`src/rtl/dma_copy_engine_if.sv`:
```
// Bundle of every handshake channel around the copy engine.
//   master : the copy engine (takes requests, issues commands, forwards data)
//   slave  : the environment / DMA channel model
// Channels: req (copy request), read_cmd / write_cmd (burst commands),
// read_data -> write_data (beat stream), back (write completions), done.
interface dma_copy_engine_if #(
  parameter int DATA_WIDTH = 512
);
  logic                    req_valid, req_ready;
  logic [63:0]             req_src_addr, req_dst_addr;
  logic [31:0]             req_length;

  logic                    read_cmd_valid, read_cmd_ready;
  logic [63:0]             read_cmd_address;
  logic [31:0]             read_cmd_length;

  logic                    write_cmd_valid, write_cmd_ready;
  logic [63:0]             write_cmd_address;
  logic [31:0]             write_cmd_length;

  logic                    read_data_valid, read_data_ready;
  logic [DATA_WIDTH-1:0]   read_data_data;
  logic                    read_data_last;

  logic                    write_data_valid, write_data_ready;
  logic [DATA_WIDTH-1:0]   write_data_data;
  logic [DATA_WIDTH/8-1:0] write_data_keep;
  logic                    write_data_last;

  logic                    back_valid, back_ready;

  logic                    done_valid, done_ready, done_error;

  modport master (
    input  req_valid, req_src_addr, req_dst_addr, req_length,
    output req_ready,
    output read_cmd_valid, read_cmd_address, read_cmd_length,
    input  read_cmd_ready,
    output write_cmd_valid, write_cmd_address, write_cmd_length,
    input  write_cmd_ready,
    input  read_data_valid, read_data_data, read_data_last,
    output read_data_ready,
    output write_data_valid, write_data_data, write_data_keep, write_data_last,
    input  write_data_ready,
    input  back_valid,
    output back_ready,
    output done_valid, done_error,
    input  done_ready
  );

  modport slave (
    output req_valid, req_src_addr, req_dst_addr, req_length,
    input  req_ready,
    input  read_cmd_valid, read_cmd_address, read_cmd_length,
    output read_cmd_ready,
    input  write_cmd_valid, write_cmd_address, write_cmd_length,
    output write_cmd_ready,
    output read_data_valid, read_data_data, read_data_last,
    input  read_data_ready,
    input  write_data_valid, write_data_data, write_data_keep, write_data_last,
    output write_data_ready,
    output back_valid,
    input  back_ready,
    input  done_valid, done_error,
    output done_ready
  );
endinterface

```
`src/rtl/dma_copy_engine.sv`:
```
// Command-level copy engine. Takes one (src, dst, length) request, splits it
// into bursts of at most MAX_BURST_BYTES, issues a read then a write command
// per burst, passes read beats straight through to the write stream, then
// waits for one back pulse per burst before reporting done.
// Ports: clock, reset_n (async active-low), bus (dma_copy_engine_if.master).
module dma_copy_engine #(
  parameter int DATA_WIDTH      = 512,
  parameter int MAX_BURST_BYTES = 4096
) (
  input  logic               clock,
  input  logic               reset_n,
  dma_copy_engine_if.master  bus
);
  localparam int          BEAT_BYTES = DATA_WIDTH / 8;
  localparam int          LSB        = $clog2(BEAT_BYTES);
  localparam logic [31:0] MAX_B      = 32'(MAX_BURST_BYTES);
  localparam logic [63:0] AMASK      = ~64'(BEAT_BYTES - 1);
  localparam logic [31:0] LMASK      = ~32'(BEAT_BYTES - 1);

  typedef enum logic [2:0] {
    IDLE, RD_CMD, WR_CMD, DATA, WAIT_BACK, DONE
  } state_t;

  state_t      state_q;
  logic [63:0] src_q, dst_q;
  logic [31:0] rem_q, sent_q, back_cnt_q, beats_q;
  logic        err_q;

  logic [31:0] burst, back_cnt_d, req_len_t;
  logic        rd_fire, back_fire, beat_last;

  // Burst length is a pure function of the remaining count, which only moves
  // on the final beat, so both commands of a burst see the same value.
  assign burst      = (rem_q > MAX_B) ? MAX_B : rem_q;
  assign req_len_t  = bus.req_length & LMASK;
  assign beat_last  = (beats_q == 32'd1);
  assign rd_fire    = bus.read_data_valid & bus.read_data_ready;
  assign back_fire  = bus.back_valid & bus.back_ready;
  // Includes a pulse landing this cycle so WAIT_BACK can exit without delay.
  assign back_cnt_d = back_cnt_q + {31'd0, back_fire};

  assign bus.req_ready         = (state_q == IDLE);
  assign bus.read_cmd_valid    = (state_q == RD_CMD);
  assign bus.read_cmd_address  = src_q;
  assign bus.read_cmd_length   = burst;
  assign bus.write_cmd_valid   = (state_q == WR_CMD);
  assign bus.write_cmd_address = dst_q;
  assign bus.write_cmd_length  = burst;
  assign bus.read_data_ready   = (state_q == DATA) & bus.write_data_ready;
  assign bus.write_data_valid  = (state_q == DATA) & bus.read_data_valid;
  assign bus.write_data_data   = bus.read_data_data;
  assign bus.write_data_keep   = '1;
  assign bus.write_data_last   = (state_q == DATA) & beat_last;
  assign bus.back_ready        = (state_q != IDLE);
  assign bus.done_valid        = (state_q == DONE);
  assign bus.done_error        = err_q;

  always_ff @(posedge clock or negedge reset_n) begin
    if (!reset_n) begin
      state_q    <= IDLE;
      src_q      <= '0;
      dst_q      <= '0;
      rem_q      <= '0;
      sent_q     <= '0;
      back_cnt_q <= '0;
      beats_q    <= '0;
      err_q      <= 1'b0;
    end else begin
      back_cnt_q <= back_cnt_d;
      case (state_q)
        IDLE: if (bus.req_valid) begin
          src_q      <= bus.req_src_addr & AMASK;
          dst_q      <= bus.req_dst_addr & AMASK;
          rem_q      <= req_len_t;
          sent_q     <= '0;
          back_cnt_q <= '0;
          state_q    <= (req_len_t == 32'd0) ? DONE : RD_CMD;
        end
        RD_CMD: if (bus.read_cmd_ready) state_q <= WR_CMD;
        WR_CMD: if (bus.write_cmd_ready) begin
          beats_q <= burst >> LSB;
          state_q <= DATA;
        end
        DATA: if (rd_fire) begin
          beats_q <= beats_q - 32'd1;
          // Framing mismatch is only flagged; the data keeps flowing.
          if (bus.read_data_last != beat_last) err_q <= 1'b1;
          if (beat_last) begin
            src_q   <= src_q + 64'(burst);
            dst_q   <= dst_q + 64'(burst);
            rem_q   <= rem_q - burst;
            sent_q  <= sent_q + 32'd1;
            state_q <= (rem_q != burst) ? RD_CMD : WAIT_BACK;
          end
        end
        WAIT_BACK: if (back_cnt_d == sent_q) state_q <= DONE;
        DONE: if (bus.done_ready) begin
          err_q   <= 1'b0;
          state_q <= IDLE;
        end
        default: state_q <= IDLE;
      endcase
    end
  end
endmodule

```
`src/flat_wrapper.sv`:
```
// flat-port wrapper written by rule: the top's interface ports become plain ports
module dma_copy_engine_flat 
#(
  parameter int DATA_WIDTH      = 512,
  parameter int MAX_BURST_BYTES = 4096
)
  (clock, reset_n, bus_req_valid, bus_req_src_addr, bus_req_dst_addr, bus_req_length, bus_req_ready, bus_read_cmd_valid, bus_read_cmd_address, bus_read_cmd_length, bus_read_cmd_ready, bus_write_cmd_valid, bus_write_cmd_address, bus_write_cmd_length, bus_write_cmd_ready, bus_read_data_valid, bus_read_data_data, bus_read_data_last, bus_read_data_ready, bus_write_data_valid, bus_write_data_data, bus_write_data_keep, bus_write_data_last, bus_write_data_ready, bus_back_valid, bus_back_ready, bus_done_valid, bus_done_error, bus_done_ready);
  dma_copy_engine_if #(.DATA_WIDTH(DATA_WIDTH)) bus_i ();
  input  logic clock;
  input  logic reset_n;
  input wire logic [$bits(bus_i.req_valid)-1:0] bus_req_valid;
  input wire logic [$bits(bus_i.req_src_addr)-1:0] bus_req_src_addr;
  input wire logic [$bits(bus_i.req_dst_addr)-1:0] bus_req_dst_addr;
  input wire logic [$bits(bus_i.req_length)-1:0] bus_req_length;
  output wire logic [$bits(bus_i.req_ready)-1:0] bus_req_ready;
  output wire logic [$bits(bus_i.read_cmd_valid)-1:0] bus_read_cmd_valid;
  output wire logic [$bits(bus_i.read_cmd_address)-1:0] bus_read_cmd_address;
  output wire logic [$bits(bus_i.read_cmd_length)-1:0] bus_read_cmd_length;
  input wire logic [$bits(bus_i.read_cmd_ready)-1:0] bus_read_cmd_ready;
  output wire logic [$bits(bus_i.write_cmd_valid)-1:0] bus_write_cmd_valid;
  output wire logic [$bits(bus_i.write_cmd_address)-1:0] bus_write_cmd_address;
  output wire logic [$bits(bus_i.write_cmd_length)-1:0] bus_write_cmd_length;
  input wire logic [$bits(bus_i.write_cmd_ready)-1:0] bus_write_cmd_ready;
  input wire logic [$bits(bus_i.read_data_valid)-1:0] bus_read_data_valid;
  input wire logic [$bits(bus_i.read_data_data)-1:0] bus_read_data_data;
  input wire logic [$bits(bus_i.read_data_last)-1:0] bus_read_data_last;
  output wire logic [$bits(bus_i.read_data_ready)-1:0] bus_read_data_ready;
  output wire logic [$bits(bus_i.write_data_valid)-1:0] bus_write_data_valid;
  output wire logic [$bits(bus_i.write_data_data)-1:0] bus_write_data_data;
  output wire logic [$bits(bus_i.write_data_keep)-1:0] bus_write_data_keep;
  output wire logic [$bits(bus_i.write_data_last)-1:0] bus_write_data_last;
  input wire logic [$bits(bus_i.write_data_ready)-1:0] bus_write_data_ready;
  input wire logic [$bits(bus_i.back_valid)-1:0] bus_back_valid;
  output wire logic [$bits(bus_i.back_ready)-1:0] bus_back_ready;
  output wire logic [$bits(bus_i.done_valid)-1:0] bus_done_valid;
  output wire logic [$bits(bus_i.done_error)-1:0] bus_done_error;
  input wire logic [$bits(bus_i.done_ready)-1:0] bus_done_ready;
  assign bus_i.req_valid = bus_req_valid;
  assign bus_i.req_src_addr = bus_req_src_addr;
  assign bus_i.req_dst_addr = bus_req_dst_addr;
  assign bus_i.req_length = bus_req_length;
  assign bus_req_ready = bus_i.req_ready;
  assign bus_read_cmd_valid = bus_i.read_cmd_valid;
  assign bus_read_cmd_address = bus_i.read_cmd_address;
  assign bus_read_cmd_length = bus_i.read_cmd_length;
  assign bus_i.read_cmd_ready = bus_read_cmd_ready;
  assign bus_write_cmd_valid = bus_i.write_cmd_valid;
  assign bus_write_cmd_address = bus_i.write_cmd_address;
  assign bus_write_cmd_length = bus_i.write_cmd_length;
  assign bus_i.write_cmd_ready = bus_write_cmd_ready;
  assign bus_i.read_data_valid = bus_read_data_valid;
  assign bus_i.read_data_data = bus_read_data_data;
  assign bus_i.read_data_last = bus_read_data_last;
  assign bus_read_data_ready = bus_i.read_data_ready;
  assign bus_write_data_valid = bus_i.write_data_valid;
  assign bus_write_data_data = bus_i.write_data_data;
  assign bus_write_data_keep = bus_i.write_data_keep;
  assign bus_write_data_last = bus_i.write_data_last;
  assign bus_i.write_data_ready = bus_write_data_ready;
  assign bus_i.back_valid = bus_back_valid;
  assign bus_back_ready = bus_i.back_ready;
  assign bus_done_valid = bus_i.done_valid;
  assign bus_done_error = bus_i.done_error;
  assign bus_i.done_ready = bus_done_ready;
  dma_copy_engine #(.DATA_WIDTH(DATA_WIDTH), .MAX_BURST_BYTES(MAX_BURST_BYTES)) u_core (.clock(clock), .reset_n(reset_n), .bus(bus_i));
endmodule
```
`config.mk`:
```
export PLATFORM = sky130hd
export DESIGN_NAME = dma_copy_engine_flat
export DESIGN_NICKNAME = d
export VERILOG_FILES = /design/src/rtl/dma_copy_engine_if.sv /design/src/rtl/dma_copy_engine.sv /design/src/flat_wrapper.sv
export SDC_FILE = /design/constraint.sdc
export NUM_CORES = 1
export LEC_CHECK = 0
export ABC_AREA = 1
export CORE_AREA = 2 2 562 564
export DETAILED_ROUTE_END_ITERATION = 8
export DIE_AREA = 0 0 564 566
export PLACE_DENSITY = 0.3
export SLEW_MARGIN = 10
export SYNTH_ARGS = -nofsm -noshare
export SYNTH_HDL_FRONTEND = slang
export SYNTH_SLANG_ARGS = --single-unit
```
`constraint.sdc`:
```
create_clock -name clock -period 9.17 [get_ports clock]
set_input_delay 1.3755 -clock clock [delete_from_list [all_inputs] [get_ports clock]]
set_output_delay 1.3755 -clock clock [all_outputs]
set_load 0.005 [all_outputs]
```
Yosys cells after proc, flatten, opt, wreduce, memory -nomap -nowiden
Index checks and enable logic that the tools add are counted.

Register bits after elaboration: 260. Input bits: 682. Output and inout bits: 777. Word-level logic and storage cells: 83.

$add $sub $neg: 6. Magnitude comparators: 1. Equality and inequality tests: 17. Muxes and demuxes: 36. Bitwise gates (word level): 5. Reductions and logical operators: 10.

Operators with widths (count): 64-bit 2-to-1 mux (6); 32-bit 2-to-1 mux (11); 64-bit case mux with 2 select lines (2); 32-bit case mux with 2 select lines (3); 64-bit by 32-bit adder with 64-bit output (2); 32-bit by 1-bit adder with 32-bit output (1); 32-bit by 1-bit adder with 32-bit output, second input constant (1); 32-bit by 1-bit == test with 1-bit output, second input constant (1); 32-bit == test (1); 32-bit by 13-bit > comparator with 1-bit output, second input constant (1); 32-bit logical NOT (1); 32-bit != test (1); 32-bit by 1-bit subtractor with 32-bit output, second input constant (1); 32-bit subtractor (1); 3-bit 2-to-1 mux (9); 3-bit case mux with 6 select lines (1); 2-bit by 1-bit != test with 1-bit output, second input constant (6); 4-bit AND reduction (2); 7-bit AND reduction (1); 3-bit by 2-bit == test with 1-bit output, second input constant (2); 3-bit == test, second input constant (2); 2-bit nonzero test (3); 1-bit bitwise AND (5); 2-bit != test, second input constant (2); 7 further kinds (9).

Logic depth before layout (Yosys ltp)
Depth in word-level cells: 7. Mapped depth: 26. Depth with buffers taken out: 24.

Worst setup path after synthesis
Ideal clock, no wire load.

Kind: register -> register. Start: reg u_core.rem_q[15]. End: reg u_core.src_q[54], in the netlist u_core.bus.read_cmd_address[54]. Setup time: 0.121 ns. Arrival time: 3.585 ns. Data required time: 9.049 ns. Path slack: 5.464 ns. Stages on the path, launching flop included: 23. Path buffers: 2. Period minus slack after synthesis: 3.706 ns. Cell sequence: dfrtp_1 -> or2_1 -> nor2_2 -> nand3_1 -> inv_1 -> nand2_1 -> buf_2 -> buf_1 -> nor2_1 -> ha_1 -> inv_1 -> fa_1 -> nand3b_1 -> nand2_1 -> a21boi_0 -> o21ai_1 -> a21oi_1 -> o21ai_0 -> nand2_1 -> nand3_1 -> nand2_1 -> nand2_1 -> nand2_1.

Cells in the longest elaborated chain, start to end: 6.

Ends and longest elaborated chain: start: declaration (line dma_copy_engine.sv:26) `logic [31:0] rem_q, sent_q, back_cnt_q, beats_q;`; start signal: assignment (line dma_copy_engine.sv:74) `rem_q <= req_len_t;`; start signal: assignment (line dma_copy_engine.sv:91) `rem_q <= rem_q - burst;`; 32-bit by 13-bit > comparator with 1-bit output (line dma_copy_engine.sv:34) `assign burst = (rem_q > MAX_B) ? MAX_B : rem_q;`; 32-bit 2-to-1 mux (line dma_copy_engine.sv:34); net bus_read_cmd_length[0] (line flat_wrapper.sv:18) `output wire logic [$bits(bus_i.read_cmd_length)-1:0] bus_read_cmd_length;`; 64-bit by 32-bit adder with 64-bit output (line dma_copy_engine.sv:89) `src_q <= src_q + 64'(burst);`; 64-bit 2-to-1 mux (line dma_copy_engine.sv:88) `if (beat_last) begin`; 64-bit 2-to-1 mux (line dma_copy_engine.sv:84) `DATA: if (rd_fire) begin`; 64-bit case mux with 2 select lines (line dma_copy_engine.sv:70) `case (state_q)`; end signal: assignment (line dma_copy_engine.sv:72) `src_q <= bus.req_src_addr & AMASK;`; end signal: assignment (line dma_copy_engine.sv:89); end: declaration (line dma_copy_engine.sv:25) `logic [63:0] src_q, dst_q;`.

The timed path passes the listed nets, and every way through them passes these cells. The select of a mux whose other input is x is not followed. A chain may end at the register's enable or synchronous reset.

Worst setup path in the final report
Start: reg u_core.rem_q[17]. End: reg u_core.dst_q[46], in the netlist u_core.bus.write_cmd_address[46].

Cells in the longest elaborated chain, start to end: 6.

Ends and longest elaborated chain: 32-bit by 13-bit > comparator with 1-bit output (line dma_copy_engine.sv:34); 32-bit 2-to-1 mux * (line dma_copy_engine.sv:34); 64-bit by 32-bit adder with 64-bit output * (line dma_copy_engine.sv:90) `dst_q <= dst_q + 64'(burst);`; 64-bit 2-to-1 mux * (line dma_copy_engine.sv:88); 64-bit 2-to-1 mux * (line dma_copy_engine.sv:84); 64-bit case mux with 2 select lines * (line dma_copy_engine.sv:70); end signal: assignment (line dma_copy_engine.sv:73) `dst_q <= bus.req_dst_addr & AMASK;`; end signal: assignment (line dma_copy_engine.sv:90); end: declaration (line dma_copy_engine.sv:25).

Mark *: on every way between the ends. The rest lies on a longest branch, timed or not. The select of a mux whose other input is x is not followed.

==> results.yml <==
placed_design:
  placed_area_sq_mm: 0.02913
  port_buffers: 314
  globalplace.congestion: 0.8268
  dp.cells: 7624
  dp_hpwl_microns: 139000
timing:
  finalSetupViolCount: 0
  post-route-period-util_pct: 59.89
  fin_crit_ps: 5492
  clock.fmax_mhz: 182.1
  setup-tns-final_ps: 0
  max_slew_margin_pct: 15.07
  fin_hold_ws_ps: 481.9
  finClkSkew_ps: 71.98
  slew_violations: 0
  tightest_slew_ps: 1263
  rsz0062_at_grt: "no"
  hold_violations: 0
yosys:
  synth.most_common_cell: "nand2_1"
  synthCells: 3685
  synthFlopType: "dfrtp_1"
  ys_types: 51
  synth_edf_count: 0
  synth_top_area_cell: "dfrtp_1"
  async_flop_share_pct: 100.0
  ys_seq_elements: 260
  yosysSeqAreaShare_pct: 25.98
  netlist.area_leader.share_pct: 25.98
  ys.warnings.count: 0
  syn_area_sq_mm: 0.02504
  ys_top_cells_by_area: "dfrtp_1, buf_4, nand2_1, nor2_1, inv_1"
  syn_avg_cell_area_sq_um: 6.795
  synthTopCellsByCount: "nand2_1, buf_4, nor2_1"
setup_path:
  worstSetupEndpointType: "flop"
  worstSetupPathType: "reg -> reg"
  critPathArrivalTime_ps: 6020
  crit_required_ps: 9690
  critPathLaunchType: "flop"
  critPathMaxFanout: 20
clock_network:
  path_clk_slew_ps: 60
  insertion_delay_ps: 670
  numCtsBuffers: 41
  post_cts_hold_buffer_count: 0
  h-tree-depth: 2
  cts_resized: 0
  cts_tree: "yes"
  cts_root_buf: "clkbuf_16"
  clkSinkCount: 260
  post-cts-setup-buffers: 0
  clk_path_buf_depth: 3
pwr:
  p_comb_share_pct: 48.9
  swShare_pct: 48.71
  p_leak_uw: 0.01174
  powerDensity_mw_per_mm2: 243.8
  ir_worst_vdd_mv: 0.2313
  pwr-share-clk_pct: 23.5
  p_sw_uw: 3630
  internal_power_uw: 3822
  power.share.sequential_pct: 27.6
floorplanning:
  initial_core_util_pct: 7.989
  io_pins: 1459
  core_sq_mm: 0.3134
  dieWidth_microns: 564
  dieArea_sq_mm: 0.3192
  core.rowCount: 206
  dieHeight_microns: 566
route:
  vias: 23770
  postRouteWirelength_microns: 166200
  vias_per_cell: 3.086
  ant_nets: 0
  drc_errors: 0
  post_drt_wl_per_cell_microns: 21.58
  dr.pass1.iters: 5
  drt_iter0_markers: 1513
hold_path:
  hold_path_class: "reg -> reg"
flow_run:
  maxCapViolCount: 0
grt:
  grt_pass1_vias: 23980
  antenna_found_initial: 17
  grt_usage_pct: 10.05
  grt_start_max_net_pins: 140
  grt-ovfl-total: 0
  grt_pass1_wl_microns: 220500
finish:
  design_area_sq_mm: 0.03057
  fin_cells: 7702
  drive_gt1_share_pct: 3.928
  synthToLayoutAreaGrowth_pct: 22.08
  utilization_pct: 9.753
  fillers: 36980
  nNetsFinal: 4261
outcome:
  outcome: "finished, final reports clean"
## layout by cell type, fill, tap and decap left out, types with 4 or more instances in the layout
master,count
a21oi_1,143
clkdlybuf4s50_1,313
o21bai_1,18
o22ai_1,5
buf_4,23
or2_2,6
a21o_1,13
xor2_1,81
nand2_1,777
o21ai_0,197
o31ai_1,25
nor4_1,43
a31oi_1,8
o21a_1,6
nand3b_1,10
clkbuf_1,8
nor2_1,381
clkbuf_8,9
and3_1,5
bufinv_16,4
nor2_2,19
clkbuf_16,41
xnor2_1,30
clkinv_2,6
o21ai_1,32
dfrtp_1,260
a21boi_0,5
nand4_1,54
ha_1,70
conb_1,141
nor3_1,79
nand3_1,175
a22oi_1,134
o211ai_1,9
inv_2,8
inv_1,362
## critical path: stages (launching register included)
cell and delay (ps):
dfrtp_1 420, inv_1 160, nand4_1 110, nor2_1 130
nand3_1 120, inv_1 90, nand2_1 300, buf_4 360
nor2_2 720, ha_1 470, a21oi_1 310, nand2_1 210
a21oi_1 530, o21ai_0 310, nand2_1 110, nand2_1 180
nand3_1 120, nand3_1 210, or2_2 340, nand3_1 70
nand2_1 70
## metal layers
layer	vias to the layer above	GRT usage, %	share of wire (%)
li1	10980	-	-
met1	11200	10.92	38
met2	1172	15.26	43
met3	394	6.645	15
met4	24	3.677	3.8
met5	-	1.792	0.41
## kinds of logic (layout without fill, tap and decap cells)
logic type,after synthesis,in the layout,share of synthesized area (%)
flip-flops,260,260,25.98
buffers and inverters,1072,787,25.73
AO/OA/AOI/OAI,604,604,14.42
other,2,144,0.02999
AND/OR/NAND/NOR,1564,1564,26.29
XOR/XNOR,111,111,3.883
adder cells (fa/ha/maj),72,72,3.658
## layout make-up
type	instances	area, sq um	area share (%)
Antenna cell	3	7.507	0.02456
Clock buffer	58	1180	3.860
Clock inverter	17	249.0	0.8146
Inverter	373	1406	4.601
Multi-Input combinational cell	2492	12650	41.39
Sequential cell	260	6506	21.29
Tap cell	4160	5205	17.03
Timing Repair Buffer	339	3361	10.99
## registers in the layout, indices dropped and copies added, names as in the netlist
name and flops:
u_core.bus.read_cmd_address 64, u_core.state_q 3, u_core.bus.write_cmd_address 64, u_core.rem_q 32
u_core.back_cnt_q 32, u_core.beats_q 32, u_core.bus.done_error 1, u_core.sent_q 32
## final timing paths
path                            slack, ps  cells after the start                                      endpoint                           from
worst min register to register        480                      2                 u_core.beats_q[5]$_DFFE_PN0P_  u_core.beats_q[5]$_DFFE_PN0P_
max in group asynchronous            7020                      2                  u_core.rem_q[11]$_DFFE_PN0P_                        reset_n
worst max-delay path                 3680                     20  u_core.bus.write_cmd_address[46]$_DFFE_PN0P_   u_core.rem_q[17]$_DFFE_PN0P_
worst max register to register       3680                     20  u_core.bus.write_cmd_address[46]$_DFFE_PN0P_   u_core.rem_q[17]$_DFFE_PN0P_
min in group asynchronous             740                      1   u_core.bus.read_cmd_address[41]$_DFFE_PN0P_                        reset_n
worst min-delay path                  480                      2                 u_core.beats_q[5]$_DFFE_PN0P_  u_core.beats_q[5]$_DFFE_PN0P_
## power groups by stage
| stage | registers, uW | logic (uW) | clock network, uW |
|---|---|---|---|
| finish | 2060 | 3650 | 1750 |
| global route | 2130 | 4100 | 1880 |
| CTS | 2090 | 3650 | 1860 |
| detailed placement | 2100 | 3630 | 0 |
| global placement | 2100 | 3650 | 0 |
| floorplan | 1810 | 2290 | 0 |
## through the flow
step,total power (uW),worst slack [ps]
global route,8110,3181
global placement,5756,3310
CTS,7598,3366
floorplan,4108,5464
finish,7452,3678
detailed placement,5735,3349
No activity file was read; power rests on OpenSTA's default activity.
